[config.mk]
export PLATFORM = sky130hd
export DESIGN_NAME = cic_comb
export DESIGN_NICKNAME = d
export VERILOG_FILES = /design/src/rtl/cic_pkg.sv /design/src/rtl/cic_comb_stage.sv /design/src/rtl/cic_comb.sv
export SDC_FILE = /design/constraint.sdc
export NUM_CORES = 1
export LEC_CHECK = 0
export BUFFER_PORTS_ARGS = -buffer_cell sky130_fd_sc_hd__buf_2
export CAP_MARGIN = 20
export CORE_UTILIZATION = 35
export CTS_CLUSTER_SIZE = 25
export DETAILED_ROUTE_END_ITERATION = 12
export HOLD_SLACK_MARGIN = 0.08
export PLACE_DENSITY = 0.51
export SLEW_MARGIN = 15
export SYNTH_ARGS = -nofsm -noshare
export SYNTH_HDL_FRONTEND = slang
export SYNTH_SLANG_ARGS = --single-unit
export TNS_END_PERCENT = 10
[constraint.sdc]
create_clock -name clk -period 3.57 [get_ports clk]
set_clock_uncertainty 0.15 [all_clocks]
set_input_delay 0.5355 -clock clk [delete_from_list [all_inputs] [get_ports clk]]
set_output_delay 0.5355 -clock clk [all_outputs]
set_load 0.1 [all_outputs]
[src/rtl/cic_pkg.sv]
// Shared constants and helpers for the CIC decimation filter blocks.
//
// Contents:
//   MAX_STAGES      - largest supported stage count (integrator and comb alike)
//   MAX_DIFF_DELAY  - largest supported differential delay M
//   cic_bit_growth  - register growth N*clog2(R*M), used to size the datapath
package cic_pkg;

    localparam int unsigned MAX_STAGES     = 8;
    localparam int unsigned MAX_DIFF_DELAY = 2;

    // Bit growth of an N-stage CIC with decimation R and differential delay M.
    function automatic int unsigned cic_bit_growth(input int unsigned n,
                                                   input int unsigned r,
                                                   input int unsigned m);
        return n * $clog2(r * m);
    endfunction

endpackage

[src/rtl/cic_comb_stage.sv]
// One comb differentiator: y[n] = x[n] - x[n-DIFF_DELAY], evaluated on en.
//
// Ports:
//   clk  - system clock
//   rst  - asynchronous reset, active-high; clears delay line and output
//   en   - stage enable; delay line and output hold while low
//   x    - stage input sample, two's complement
//   y    - registered stage output, two's complement (modulo 2^WIDTH)
module cic_comb_stage
    import cic_pkg::*;
#(
    parameter int unsigned WIDTH      = 16,
    parameter int unsigned DIFF_DELAY = 1
) (
    input  logic             clk,
    input  logic             rst,
    input  logic             en,
    input  logic [WIDTH-1:0] x,
    output logic [WIDTH-1:0] y
);

    logic [WIDTH-1:0] dly_q [DIFF_DELAY];
    logic [WIDTH-1:0] y_q;

    // Subtraction wraps on purpose: integrator overflow cancels here.
    always_ff @(posedge clk or posedge rst) begin
        if (rst) begin
            for (int i = 0; i < int'(DIFF_DELAY); i++) begin
                dly_q[i] <= '0;
            end
            y_q <= '0;
        end else if (en) begin
            y_q      <= x - dly_q[DIFF_DELAY-1];
            dly_q[0] <= x;
            for (int i = 1; i < int'(DIFF_DELAY); i++) begin
                dly_q[i] <= dly_q[i-1];
            end
        end
    end

    assign y = y_q;

endmodule

[src/rtl/cic_comb.sv]
// Comb section of the CIC decimation filter. N_STAGES cascaded differentiators
// run once per decimated sample, fully pipelined (one stage per clock).
//
// Ports:
//   clk       - system clock (decimator fast clock)
//   rst       - asynchronous reset, active-high
//   in        - decimator output sample, two's complement
//   in_valid  - one-cycle strobe marking the cycle in is sampled
//   out       - comb result, two's complement
//   out_valid - one-cycle strobe, out is new; N_STAGES cycles after in_valid
//   settled   - high from the output of the N_STAGES*DIFF_DELAY-th sample on
module cic_comb
    import cic_pkg::*;
#(
    parameter int unsigned WIDTH      = 16,
    parameter int unsigned N_STAGES   = 3,
    parameter int unsigned DIFF_DELAY = 1
) (
    input  logic             clk,
    input  logic             rst,
    input  logic [WIDTH-1:0] in,
    input  logic             in_valid,
    output logic [WIDTH-1:0] out,
    output logic             out_valid,
    output logic             settled
);

    localparam int unsigned SETTLE_COUNT = N_STAGES * DIFF_DELAY;
    localparam int unsigned CNT_W        = $clog2(SETTLE_COUNT + 1);

    typedef logic [WIDTH-1:0] cic_sample_t;

    if (N_STAGES < 1 || N_STAGES > MAX_STAGES ||
        DIFF_DELAY < 1 || DIFF_DELAY > MAX_DIFF_DELAY) begin : g_param_check
        $fatal(1, "cic_comb: N_STAGES must be 1..8 and DIFF_DELAY 1 or 2");
    end

    // Valid pipeline: v[0] is the input strobe, v[k] enables stage k.
    logic [N_STAGES-1:0] v_q;
    logic [N_STAGES:0]   v;

    assign v = {v_q, in_valid};

    always_ff @(posedge clk or posedge rst) begin
        if (rst) begin
            v_q <= '0;
        end else begin
            v_q <= v[N_STAGES-1:0];
        end
    end

    cic_sample_t stage_x [N_STAGES];
    cic_sample_t stage_y [N_STAGES];

    for (genvar k = 0; k < int'(N_STAGES); k++) begin : g_stage
        if (k == 0) begin : g_first
            assign stage_x[k] = in;
        end else begin : g_chain
            assign stage_x[k] = stage_y[k-1];
        end

        cic_comb_stage #(
            .WIDTH      (WIDTH),
            .DIFF_DELAY (DIFF_DELAY)
        ) u_stage (
            .clk (clk),
            .rst (rst),
            .en  (v[k]),
            .x   (stage_x[k]),
            .y   (stage_y[k])
        );
    end

    assign out       = stage_y[N_STAGES-1];
    assign out_valid = v[N_STAGES];

    // Saturating count of accepted strobes. The strobe that reaches the target
    // carries a mark down a pipeline parallel to v, so settled rises together
    // with that sample's out_valid rather than when it enters.
    logic [CNT_W-1:0]    cnt_q;
    logic [N_STAGES-1:0] mark_q;
    logic [N_STAGES:0]   mark;
    logic                settled_q;
    logic                mark_in;

    assign mark_in = in_valid && (cnt_q == CNT_W'(SETTLE_COUNT - 1));
    assign mark    = {mark_q, mark_in};

    always_ff @(posedge clk or posedge rst) begin
        if (rst) begin
            cnt_q     <= '0;
            mark_q    <= '0;
            settled_q <= 1'b0;
        end else begin
            if (in_valid && (cnt_q != CNT_W'(SETTLE_COUNT))) begin
                cnt_q <= cnt_q + CNT_W'(1);
            end
            mark_q    <= mark[N_STAGES-1:0];
            settled_q <= settled_q | mark[N_STAGES];
        end
    end

    assign settled = settled_q | mark[N_STAGES];

endmodule

Word-level counts from Yosys, hierarchy flattened
Index checks and enable logic that the tools add are counted.
- input bits: 19
- flip-flop bits (word level): 105
- logic and storage cells: 19
- output and inout bits: 18
- equality and inequality tests: 2
- reductions and logical operators: 2
- bitwise operators: 1
- add/subtract/negate cells: 4
- operator list (kind ; count):
    16-bit subtractor ; 3
    2-bit by 1-bit adder with 2-bit output, second input constant ; 1
    2-bit equality test, second input constant ; 1
    1-bit logical AND ; 2
    2-bit != test, second input constant ; 1
    1-bit OR ; 1

Depth between registers and ports, before layout
Gate-level depths: netlist (run 1).
- depth after elaboration: 2
- depth in mapped cells: 9
- depth with buffers taken out: 9

Hierarchy
A second synthesis (run 1) with hierarchy kept.
- cells, all modules: 659
- area, all modules: 6356.1 um^2
- modules (own cells, without submodules) (module ; instances ; cells an instance ; area each (um^2) ; seq. area each (um^2)):
    cic_comb_stage (g_stage[0].u_stage ...) ; 2 ; 221 ; 2040.7 ; 800.8
    cic_comb_stage (g_stage[2].u_stage) ; 1 ; 198 ; 1966.9 ; 800.8
    cic_comb ; 1 ; 19 ; 307.8 ; 225.2

Worst setup path before layout (run 1)
No wires, ideal clock.
- kind: input to register
- from: in in[2]
- to: reg g_stage[0].u_stage.y_q[10]
- path buffers: 0
- setup slack: 0.825 ns
- data arrival time: 2.457 ns
- required time: 3.282 ns
- stages on the path: 7
- library setup time: 0.138 ns
- cell sequence: ha_1 > nor2b_1 > o21a_1 > a311o_2 > a221oi_4 > nor3_1 > or4_1
- longest elaborated chain between the ends: 1
- RTL lines (element ; RTL line ; text):
    start: declaration ; cic_comb.sv:21 ; input logic [WIDTH-1:0] in,
    16-bit subtractor ; cic_comb_stage.sv:33 ; y_q <= x - dly_q[DIFF_DELAY-1];
    end signal: assignment ; cic_comb_stage.sv:33 ;
    end: declaration ; cic_comb_stage.sv:23 ; logic [WIDTH-1:0] y_q;
No other way between the ends.
A chain may end at the register's enable or synchronous reset.

Worst setup path in the final report (run 1)
- from: reg g_stage[0].u_stage.dly_q[2] (netlist name)
- to: reg g_stage[0].u_stage.y_q[10]
- longest elaborated chain between the ends: 1
- RTL lines (element ; RTL line ; text):
    start: declaration ; cic_comb_stage.sv:22 ; logic [WIDTH-1:0] dly_q [DIFF_DELAY];
    start signal: indexed assignment ; cic_comb_stage.sv:36 ; dly_q[i] <= dly_q[i-1];
    16-bit subtractor ; cic_comb_stage.sv:33 ;
No other way between the ends.

==> results of run 1 <==
## power by group through the flow
stage	Sequential (mW)	Combinational [mW]	Clock [mW]
6_report	1.82	3.49	1.07
5_1_grt	1.88	3.87	1.17
4_1_cts	1.83	3.51	1.13
3_5_place_dp	1.85	3.49	0
3_3_place_gp	1.83	3.47	0
2_1_floorplan	2.46	2.23	0
## Yosys cell counts (2+ instances only)
library cell  number
ha_1              47
a31oi_1            3
o311ai_1           3
and3_1             6
nand3b_1           2
a211oi_1           3
nor2b_1           10
o21ai_1           32
o21a_1             7
nand2b_1           6
o211ai_1           7
o21bai_1           6
a21boi_1           2
and2_1             3
a211o_1            2
mux2_2            21
fa_1               3
inv_1             61
o31a_1             3
a21o_1            10
xnor2_1           21
nor4_1             2
clkbuf_1          20
nor3_1             6
xor2_1            10
or4_1              3
nor2_1            25
nand2_1           76
a21oi_1           47
a31o_1             2
a41oi_1            3
mux2i_1            4
mux2_1             8
o21ai_0           28
buf_6              2
o31ai_1            5
nand3_1           13
dfrtp_1          105
nand4_1            7
## kinds of logic (layout without fill, tap and decap cells)
group,count (synthesis),in the layout,share of synthesized area (%)
buf+inv,86,120,5.55
compound gates,176,176,18.0
fa+ha+maj,50,50,10.5
simple gates,168,168,12.9
flops,105,105,42.7
xor+xnor,31,31,4.41
mux,33,33,5.95
## flip-flops by register name, summed over array words and instances (netlist names)
name / cells
g_stage.u_stage.dly_q: 48
g_stage.u_stage.y: 48
mark_q: 3
v_q: 3
cnt_q: 2
settled_q: 1
## metal layers
metal	share of wire, %	global-route usage [%]	wire length, µm	up-vias
met2	47	22.5	5430	82
met5	0	0	0	-
met4	1.4	5.12	168	0
met1	49	18.0	5690	2032
li1	-	-	-	2316
met3	3.2	3.83	372	15
## area by class of cell
type	count	area (µm²)	share of cell area [%]
multi-input combinational	458	3190	46.2
tap	225	282	4.08
timing repair buffer	42	238	3.45
inverter	62	235	3.41
clock inverter	4	76.3	1.11
sequential	105	2630	38.1
clock buffer	12	246	3.58
## path summary, 6_finish.rpt
kind,startpoint,end,slack [ps],depth (start not counted)
worst min register to register,mark_q[0]$_DFF_PP0_,mark_q[1]$_DFF_PP0_,200,0
worst min-delay path,rst,g_stage[2].u_stage.y[3]$_DFFE_PP0P_,170,2
worst max register to register,g_stage[0].u_stage.dly_q[2]$_DFFE_PP0P_,g_stage[0].u_stage.y[10]$_DFFE_PP0P_,870,8
min in group clk,mark_q[0]$_DFF_PP0_,mark_q[1]$_DFF_PP0_,200,0
max in group asynchronous,rst,g_stage[0].u_stage.y[10]$_DFFE_PP0P_,2360,3
worst max-delay path,g_stage[0].u_stage.dly_q[2]$_DFFE_PP0P_,g_stage[0].u_stage.y[10]$_DFFE_PP0P_,870,8
## worst max-delay path: stages (launching register included)
cell and delay [ps]:
dfrtp_1 360, inv_1 70, ha_1 270, nor2b_1 150, o21a_1 180, a311o_2 440
a221oi_4 360, nor3_1 80, or4_1 500
==> summary.txt, run 1 <==
Worst setup path
  • CP Launch Type: register
  • Worst path required time: around 3600 ps
  • Crit path capture type: register
  • Kind of critical path: register to register
  • Arrival @ worst endpoint: ~2800 ps
  • Max FO, Critical Path: 6

Timing
  • Period utilisation layout: around three quarters
  • Worst Tran Pin Value: between 700 and 800 ps
  • Pins over their slew limit: 0
  • Slew margin rel.: 50.2%
  • Setup TNS: 0 ps
  • Final Hold Viols: 0
  • Post-route setup slack: around 900 ps
  • Unrepaired setup endpoints after global routing: no
  • Fmax achieved: around 370 MHz
  • Fin crit period: ~2700 ps
  • Final hold slack: between 150 and 200 ps
  • Setup violations, final: 0

Synthesis
  • Synthesized flop and latch total: 105
  • Synthesized cell area: approximately 6200 µm²
  • Post-synth net total: slightly above 700
  • Main synth FF type: dfrtp_1
  • Asr flop ratio synth: between 90% and 100%
  • Synth area leader: dfrtp_1
  • Yosys warns: 0
  • Synth unique cells: 64
  • Post-synth EDFFs: 0
  • Syn Inst Count: roughly 650
  • Synthesized area per cell: approximately 9.5 µm²
  • Largest cells by area after synthesis: dfrtp_1 (43%), ha_1 (9.6%), nand2_1 (4.6%)
  • Share of the synthesized area in the top cell type: between 40% and 50%
  • Sequential area share after synthesis: between 40% and 50%

Layout
  • Final core occ: 40.0%
  • Share of cells above drive strength 1: 12.6%
  • Fillers: approximately 1700
  • Area Overhead vs Synth: 12.0%
  • Most frequent cells in the layout: dfrtp_1 (104), nand2_1 (76), inv_1 (60)
  • Most common cell after layout, fill and taps aside: dfrtp_1
  • Fin area: slightly below 7000 µm²
  • Final #Nets: about 750
  • Layout Cells excl Fill: between 900 and 1000
  • Diode count: 0

Routing
  • Total number of vias: about 4400
  • DR pass1 iterations: 5
  • DR vias/cell: 4.90
  • WL/cell: between 10 and 15 µm
  • Remaining DRCs: 0
  • Post-DRT Antenna Nets: 0
  • 1st-iter DRT viols: 210
  • Final wirelength: approximately 12000 µm

CTS
  • Worst-Skew Late Latency: about 350 ps
  • Reg clk slew, reported paths: approximately 70 ps
  • Clock sink count: ~110
  • Post-CTS setup buffer count: 0
  • CTS Buf Count: 9
  • # H-tree levels: 3
  • Hold-fix buffers at CTS: 0
  • CTS tree: yes
  • Clock Tree Buf Depth: 2
  • Post-CTS sizing: 0
  • CTS Root Cell: clkbuf_16

Placed design
  • I/O Buffers: 36
  • Post-DP HPWL: between 8000 and 9000 µm
  • Post-DP Area: around 6600 µm²
  • DP Worst Slack: between 500 and 600 ps
  • Global placement routability congestion: about 0.86
  • Inst Count DP: between 800 and 900

Floorplanning
  • Top Ports: 37
  • Full die area: roughly 18000 µm²
  • Initial Util: around 36%
  • Standard-cell row count: 48
  • Core Box Area: 17200 µm²
  • Die width: 135 µm
  • Die Ht: around 130 µm

Pwr
  • Final total power: approximately 6.4 mW
  • Max VDD drop: a little under 0.6 mV
  • Clock network power share: between 10% and 20%
  • PwrDens: 925 nW/µm²
  • NetSw: between 2 and 3 mW
  • Flop pwr share: 28.6%
  • Combinational power share: between 50% and 60%
  • Switching part of the total power: roughly 45%
  • Internal power: between 3 and 4 mW
  • Leakage: 3.20 nW

Global routing
  • Largest net degree at the start of global routing: 60
  • All-layer global routing usage: 14.0%
  • Grt total ovfl: 0
  • Initial antenna violation count: 0
  • Vias in the first global route: ~4200
  • First-pass GRT wire length: approximately 20000 µm

Run status
  • Status: complete, no violations

Job
  • Max Cap Viol: 0

Min path
  • HP Class: input pin to async pin
(Power assumes the default switching activity.)
==> run 2, diff against run 1 <==
--- a/config.mk
+++ b/config.mk
@@ -5,13 +5,14 @@
 export SDC_FILE = /design/constraint.sdc
 export NUM_CORES = 1
 export LEC_CHECK = 0
+export ABC_AREA = 1
 export BUFFER_PORTS_ARGS = -buffer_cell sky130_fd_sc_hd__buf_2
 export CAP_MARGIN = 20
 export CORE_UTILIZATION = 35
 export CTS_CLUSTER_SIZE = 25
 export DETAILED_ROUTE_END_ITERATION = 12
 export HOLD_SLACK_MARGIN = 0.08
-export PLACE_DENSITY = 0.51
+export PLACE_DENSITY = 0.49
 export SLEW_MARGIN = 15
 export SYNTH_ARGS = -nofsm -noshare
 export SYNTH_HDL_FRONTEND = slang
==> constraint.sdc (replaced) <==
create_clock -name clk -period 2.7 [get_ports clk]
set_clock_uncertainty 0.15 [all_clocks]
set_input_delay 0.405 -clock clk [delete_from_list [all_inputs] [get_ports clk]]
set_output_delay 0.405 -clock clk [all_outputs]
set_load 0.1 [all_outputs]
==> summary.txt, run 2 <==
Worst setup path
  • Arrival @ worst endpoint: 2070 ps (was 2760 ps)
  • CP Launch Type: register (unchanged)
  • Kind of critical path: register to register (unchanged)
  • Max FO, Critical Path: 3 (was 6)
  • Worst path required time: 2790 ps (was 3640 ps)
  • Crit path capture type: register (unchanged)

Synthesis
  • Largest cells by area after synthesis: dfrtp_1 (39%), nand2_1 (21%), inv_1 (10%) (was dfrtp_1 (43%), ha_1 (9.6%), nand2_1 (4.6%))
  • Share of the synthesized area in the top cell type: 39.4% (was 42.7%)
  • Most frequent cell after synthesis: nand2_1 (was dfrtp_1)
  • Sequential area share after synthesis: 39.4% (was 42.7%)
  • Yosys warns: 0 (unchanged)
  • Asr flop ratio synth: 100% (unchanged)
  • Synth unique cells: 25 (was 64)
  • Post-synth EDFFs: 0 (unchanged)
  • Synth top cells by count: nand2_1 (373), inv_1 (179), dfrtp_1 (105), o21ai_0 (66), nand3_1 (59) (was dfrtp_1 (105), nand2_1 (76), inv_1 (61), a21oi_1 (47), ha_1 (47))
  • Synthesized cell area: 6670 µm² (was 6160 µm²)
  • Synth area leader: dfrtp_1 (unchanged)
  • Main synth FF type: dfrtp_1 (unchanged)
  • Syn Inst Count: 961 (was 649)
  • Synthesized area per cell: 6.94 µm² (was 9.49 µm²)
  • Synthesized flop and latch total: 105 (unchanged)
  • Post-synth net total: 1030 (was 718)

Pwr
  • PwrDens: 1090 nW/µm² (was 925 nW/µm²)
  • Internal power: 4.19 mW (was 3.52 mW)
  • Leakage: 4.24 nW (was 3.20 nW)
  • Clock network power share: 17.2% (was 16.7%)
  • Combinational power share: 54.4% (was 54.7%)
  • NetSw: 3.89 mW (was 2.86 mW)
  • Flop pwr share: 28.5% (was 28.6%)
  • Switching part of the total power: 48.1% (was 44.8%)
  • Max VDD drop: 0.366 mV (was 0.581 mV)

Floorplanning
  • Die width: 140 µm (was 135 µm)
  • Standard-cell row count: 50 (was 48)
  • Initial Util: 35.6% (was 35.7%)
  • Core Box Area: 18700 µm² (was 17200 µm²)
  • Full die area: 19600 µm² (was 18100 µm²)
  • Top Ports: 37 (unchanged)
  • Die Ht: 140 µm (was 135 µm)

Timing
  • Setup TNS: 0 ps (unchanged)
  • Fin crit period: 1980 ps (was 2700 ps)
  • Worst Tran Pin Value: 717 ps (was 747 ps)
  • Unrepaired setup endpoints after global routing: no (unchanged)
  • Pins over their slew limit: 0 (unchanged)
  • Period utilisation layout: 73.3% (was 75.5%)
  • Slew margin rel.: 52.1% (was 50.2%)
  • Final Hold Viols: 0 (unchanged)
  • Setup violations, final: 0 (unchanged)
  • Fmax achieved: 505 MHz (was 371 MHz)

Run status
  • Status: complete, no violations (unchanged)

CTS
  • Clock sink count: 105 (unchanged)
  • # H-tree levels: 3 (unchanged)
  • CTS Root Cell: clkbuf_16 (unchanged)
  • CTS tree: yes (unchanged)
  • Clock Tree Buf Depth: 2 (unchanged)
  • Reg clk slew, reported paths: 70 ps (about the same)
  • Post-CTS setup buffer count: 0 (unchanged)
  • Worst-Skew Late Latency: 350 ps (about the same)
  • CTS Buf Count: 9 (unchanged)

Min path
  • HP Class: input pin to register (was input pin to async pin)

Global routing
  • Vias in the first global route: 5049 (was 4245)
  • Largest net degree at the start of global routing: 86 (was 60)
  • Initial antenna violation count: 0 (unchanged)
  • Grt total ovfl: 0 (unchanged)
  • First-pass GRT wire length: 23200 µm (was 20400 µm)
  • All-layer global routing usage: 14.6% (was 14.0%)

Routing
  • Final wirelength: 13200 µm (was 11700 µm)
  • 1st-iter DRT viols: 224 (was 210)
  • DR pass1 iterations: 5 (unchanged)
  • WL/cell: 10.7 µm (was 12.8 µm)
  • Post-DRT Antenna Nets: 0 (unchanged)
  • Total number of vias: 5441 (was 4445)
  • DR vias/cell: 4.41 (was 4.90)
  • Remaining DRCs: 0 (unchanged)

Layout
  • Most frequent cells in the layout: nand2_1 (373), inv_1 (178), dfrtp_1 (105) (was dfrtp_1 (104), nand2_1 (76), inv_1 (60))
  • Area Overhead vs Synth: 11.6% (was 12.0%)
  • Most common cell after layout, fill and taps aside: nand2_1 (was dfrtp_1)
  • Final #Nets: 1064 (was 747)
  • Fillers: 2055 (was 1732)
  • Share of cells above drive strength 1: 7.50% (was 12.6%)
  • Diode count: 0 (unchanged)
  • Fin area: 7440 µm² (was 6890 µm²)

Placed design
  • I/O Buffers: 36 (unchanged)
  • Post-DP HPWL: 9880 µm (was 8780 µm)
  • Post-DP Area: 7110 µm² (was 6570 µm²)
  • Global placement routability congestion: 0.805 (was 0.863)

Job
  • Max Cap Viol: 0 (unchanged)
[run 2: cell type report]
class,count,area (µm²),area share (%)
flip-flops and latches,105,2630,35.3
clock buffers,12,267,3.58
clock inverters,4,48.8,0.656
repair buffers,41,233,3.13
multi-input cells,657,3290,44.2
well taps,234,293,3.94
inverters,181,683,9.18
[run 2: metrics by stage]
step                instances  worst slack (ps)  utilization (%)  hold slack [ps]  power [mW]
detailed placement       1217               606             38.0              187        6.77
global route             1234               505             39.8              129        8.91
floorplan                 961               851                -              181        5.91
global placement         1217               635             38.0              183        6.74
CTS                      1234               712             39.8              111        8.21
finish                   1234               720             39.8              119        8.08
[run 2: path summary, 6_finish.rpt]
kind,from,end,slack (ps),depth (start not counted)
max,g_stage[0].u_stage.y[0]$_DFFE_PP0P_,g_stage[1].u_stage.y[12]$_DFFE_PP0P_,720,11
min,in[14],g_stage[0].u_stage.dly_q[14]$_DFFE_PP0P_,120,3
max reg2reg,g_stage[0].u_stage.y[0]$_DFFE_PP0P_,g_stage[1].u_stage.y[12]$_DFFE_PP0P_,720,11
min reg2reg,mark_q[1]$_DFF_PP0_,mark_q[2]$_DFF_PP0_,200,0
max in group asynchronous,rst,g_stage[0].u_stage.dly_q[10]$_DFFE_PP0P_,1160,4
min in group asynchronous,rst,g_stage[2].u_stage.dly_q[0]$_DFFE_PP0P_,470,3
[run 2: power by group through the flow]
stage / Combinational (mW) / Clock, mW / Sequential [mW]
final: 4.39 / 1.39 / 2.30
after CTS: 4.46 / 1.44 / 2.31
after detailed placement: 4.44 / 0 / 2.33
after global placement: 4.42 / 0 / 2.32
after floorplan: 2.76 / 0 / 3.15
after global routing: 5.05 / 1.50 / 2.36
[run 2: logic make-up (layout without fill, tap and decap cells)]
| family | count (synthesis) | in the layout | share of synthesized area (%) |
|---|---|---|---|
| compound gates | 88 | 88 | 6.61 |
| xor+xnor | 16 | 16 | 2.10 |
| fa+ha+maj | 50 | 50 | 9.72 |
| buf+inv | 199 | 238 | 11.3 |
| flops | 105 | 105 | 39.4 |
| simple gates | 503 | 503 | 30.9 |
[run 2: routing by layer]
layer / vias up / global-route usage [%] / routed length, µm
met1: 2393 / 17.1 / 6520
met3: 10 / 3.15 / 281
met4: 0 / 3.93 / 164
met5: - / 0 / 0
met2: 46 / 26.7 / 6250
li1: 2992 / - / -
[run 2: timing repair]
action                                 CTS  global route
resized for setup                        0             0
endpoints found under the hold margin   20             0
hold buffers                             1             0
[run 2: worst max-delay path, stage by stage (launching register included)]
cell and delay, ps:
dfrtp_1 350, inv_1 60, ha_1 220, fa_1 390, inv_1 100, nand3_1 70, nand3_1 150, nand3_1 130
nand3_1 90, nand2_1 50, nand3_1 70, nand2_1 50
==> run 3, diff against run 2 <==
--- a/config.mk
+++ b/config.mk
@@ -12,7 +12,7 @@
 export CTS_CLUSTER_SIZE = 25
 export DETAILED_ROUTE_END_ITERATION = 12
 export HOLD_SLACK_MARGIN = 0.08
-export PLACE_DENSITY = 0.49
+export PLACE_DENSITY = 0.5
 export SLEW_MARGIN = 15
 export SYNTH_ARGS = -nofsm -noshare
 export SYNTH_HDL_FRONTEND = slang
==> constraint.sdc (replaced) <==
create_clock -name clk -period 1.8 [get_ports clk]
set_clock_uncertainty 0.15 [all_clocks]
set_input_delay 0.27 -clock clk [delete_from_list [all_inputs] [get_ports clk]]
set_output_delay 0.27 -clock clk [all_outputs]
set_load 0.1 [all_outputs]
==> summary.txt, run 3 (synthesis results as in run 2) <==
Timing
  • Setup violations, final: 0 (unchanged)
  • Fin crit period: 1790 ps (was 1980 ps)
  • Slew margin rel.: 59.1% (was 52.1%)
  • Final Hold Viols: 0 (unchanged)
  • Final hold slack: 129 ps (was 119 ps)
  • Post-route setup slack: 6.69 ps (was 720 ps)
  • Period utilisation layout: 99.6% (was 73.3%)
  • Fmax achieved: 558 MHz (was 505 MHz)
  • Unrepaired setup endpoints after global routing: yes (was no)
  • Worst Tran Pin Value: 614 ps (was 717 ps)
  • Pins over their slew limit: 0 (unchanged)

Global routing
  • Vias in the first global route: 5483 (was 5049)
  • Largest net degree at the start of global routing: 106 (was 86)
  • Initial antenna violation count: 0 (unchanged)
  • All-layer global routing usage: 15.6% (was 14.6%)
  • Grt total ovfl: 0 (unchanged)
  • First-pass GRT wire length: 25000 µm (was 23200 µm)

Floorplanning
  • Die width: 140 µm (unchanged)
  • Top Ports: 37 (unchanged)
  • Core Box Area: 18700 µm² (unchanged)
  • Initial Util: 35.6% (unchanged)
  • Die Ht: 140 µm (unchanged)
  • Full die area: 19600 µm² (unchanged)
  • Standard-cell row count: 50 (unchanged)

Layout
  • Final core occ: 45.8% (was 39.8%)
  • Area Overhead vs Synth: 28.4% (was 11.6%)
  • Share of cells above drive strength 1: 19.9% (was 7.50%)
  • Diode count: 0 (unchanged)
  • Final #Nets: 1136 (was 1064)
  • Most frequent cells in the layout: nand2_1 (361), inv_1 (173), dfrtp_1 (105) (was nand2_1 (373), inv_1 (178), dfrtp_1 (105))
  • Most common cell after layout, fill and taps aside: nand2_1 (unchanged)

Worst setup path
  • Kind of critical path: register to register (unchanged)
  • Worst path required time: 1890 ps (was 2790 ps)
  • Arrival @ worst endpoint: 1880 ps (was 2070 ps)
  • FF-to-FF End: g_stage[0].u_stage.y[4]$_DFFE_PP0P_ (was g_stage[1].u_stage.y[12]$_DFFE_PP0P_)
  • RR Startpoint: g_stage[0].u_stage.dly_q[0]$_DFFE_PP0P_ (was g_stage[0].u_stage.y[0]$_DFFE_PP0P_)
  • Crit path capture type: register (unchanged)
  • CP Launch Type: register (unchanged)
  • R2R cell count: 8 (was 11)
  • Max FO, Critical Path: 3 (unchanged)
  • Reg2Reg Setup Slack: 7 ps (was 720 ps)

CTS
  • Worst-Skew Late Latency: 350 ps (about the same)
  • Clock sink count: 105 (unchanged)
  • # H-tree levels: 3 (unchanged)
  • Clock Tree Buf Depth: 2 (unchanged)
  • CTS Buf Count: 9 (unchanged)
  • CTS tree: yes (unchanged)
  • CTS Root Cell: clkbuf_16 (unchanged)
  • Reg clk slew, reported paths: 70 ps (about the same)

Placed design
  • I/O Buffers: 36 (unchanged)
  • Post-DP HPWL: 10100 µm (was 9880 µm)
  • Global placement routability congestion: 0.802 (was 0.805)
  • DP Worst Slack: -129 ps (was 606 ps)

Run status
  • Status: complete, no violations (unchanged)

Job
  • Max Cap Viol: 0 (unchanged)

Min path
  • Hold_sp: in[1] (was in[14])
  • Hold depth: 4 (was 3)
  • Hold Path End: g_stage[0].u_stage.dly_q[1]$_DFFE_PP0P_ (was g_stage[0].u_stage.dly_q[14]$_DFFE_PP0P_)
  • HP Class: input pin to register (unchanged)

Pwr
  • PwrDens: 1590 nW/µm² (was 1090 nW/µm²)
  • Max VDD drop: 0.540 mV (was 0.366 mV)
  • Final total power: 13.6 mW (was 8.08 mW)
  • Leakage: 4.62 nW (was 4.24 nW)

Routing
  • DR pass1 iterations: 4 (was 5)
  • Final wirelength: 14300 µm (was 13200 µm)
  • DR vias/cell: 4.39 (was 4.41)
  • Post-DRT Antenna Nets: 0 (unchanged)
  • Total number of vias: 5732 (was 5441)
  • Remaining DRCs: 0 (unchanged)
  • WL/cell: 11.0 µm (was 10.7 µm)
  • 1st-iter DRT viols: 155 (was 224)
run 3: cell types whose count changed in the layout (fill, tap and decap cells not counted), sizes merged:
| cell | previous run | this run |
|---|---|---|
| clkinv | 2 | 1 |
| clkbuf | 12 | 11 |
| buf | 40 | 97 |
| bufinv | 1 | 0 |
| dlygate4sd3 | 1 | 16 |
| clkinvlp | 1 | 3 |
run 3: routing by layer:
layer	up-vias	track usage [%]	routed length [µm]	share of wire, %
li1	3141	-	-	-
met1	2518	19.0	6810	48
met2	58	27.7	6920	48
met3	15	3.21	306	2.1
met4	0	4.51	276	1.9
met5	-	0	0	0
run 3: stage by stage:
| stage | area (µm²) | cells | TNS, ps |
|---|---|---|---|
| global route | 8560 | 1305 | -1630 |
| CTS | 8060 | 1303 | 0 |
| global placement | 7520 | 1271 | -962 |
| finish | 8560 | 1305 | 0 |
| floorplan | 6670 | 961 | 0 |
| detailed placement | 7520 | 1271 | -1390 |
run 3: worst max path at each step:
stage | from | to | slack, ps | cells past startpoint
final | g_stage[0].u_stage.dly_q[0]$_DFFE_PP0P_ | g_stage[0].u_stage.y[4]$_DFFE_PP0P_ | 7 | 8
after floorplan | g_stage[1].u_stage.y[0]$_DFFE_PP0P_ | g_stage[2].u_stage.y[12]$_DFFE_PP0P_ | 20 | 11
after detailed placement | g_stage[0].u_stage.y[0]$_DFFE_PP0P_ | g_stage[1].u_stage.y[12]$_DFFE_PP0P_ | -130 | 11
after global placement | in[0] | g_stage[0].u_stage.y[12]$_DFFE_PP0P_ | -100 | 12
after CTS | g_stage[0].u_stage.y[0]$_DFFE_PP0P_ | g_stage[1].u_stage.y[12]$_DFFE_PP0P_ | 2 | 11
after global routing | g_stage[0].u_stage.dly_q[11]$_DFFE_PP0P_ | g_stage[0].u_stage.y[12]$_DFFE_PP0P_ | -120 | 9
run 3: what timing repair did:
item,4_1_cts,5_1_grt
resized for setup,19,84
hold endpoints to repair,120,0
hold buffers,16,0
setup buffers,1,2
pin swaps,0,11
setup endpoints to repair,18,33
run 3: layout make-up:
type                    count  area [µm²]
clock buffers              11         243
well taps                 234         293
clock inverters             4        28.8
inverters                 181         683
flip-flops and latches    105        2630
repair buffers            113         815
multi-input cells         657        3870
fillers                  1937       10100
run 3: worst max-delay path, stage by stage (launching register included):
cell	delay, ps
dfrtp_1	410
ha_4	180
fa_2	400
inv_2	80
nand3_2	80
nand3_4	100
buf_6	110
xnor2_2	90
o21ai_1	80
run 3: power by group:
part	switching [mW]	leakage (nW)	internal (mW)
combinational	5.10	3.21	3.16
clock	0.887	0.128	0.972
sequential	0.422	1.28	3.06
total	6.41	4.62	7.19
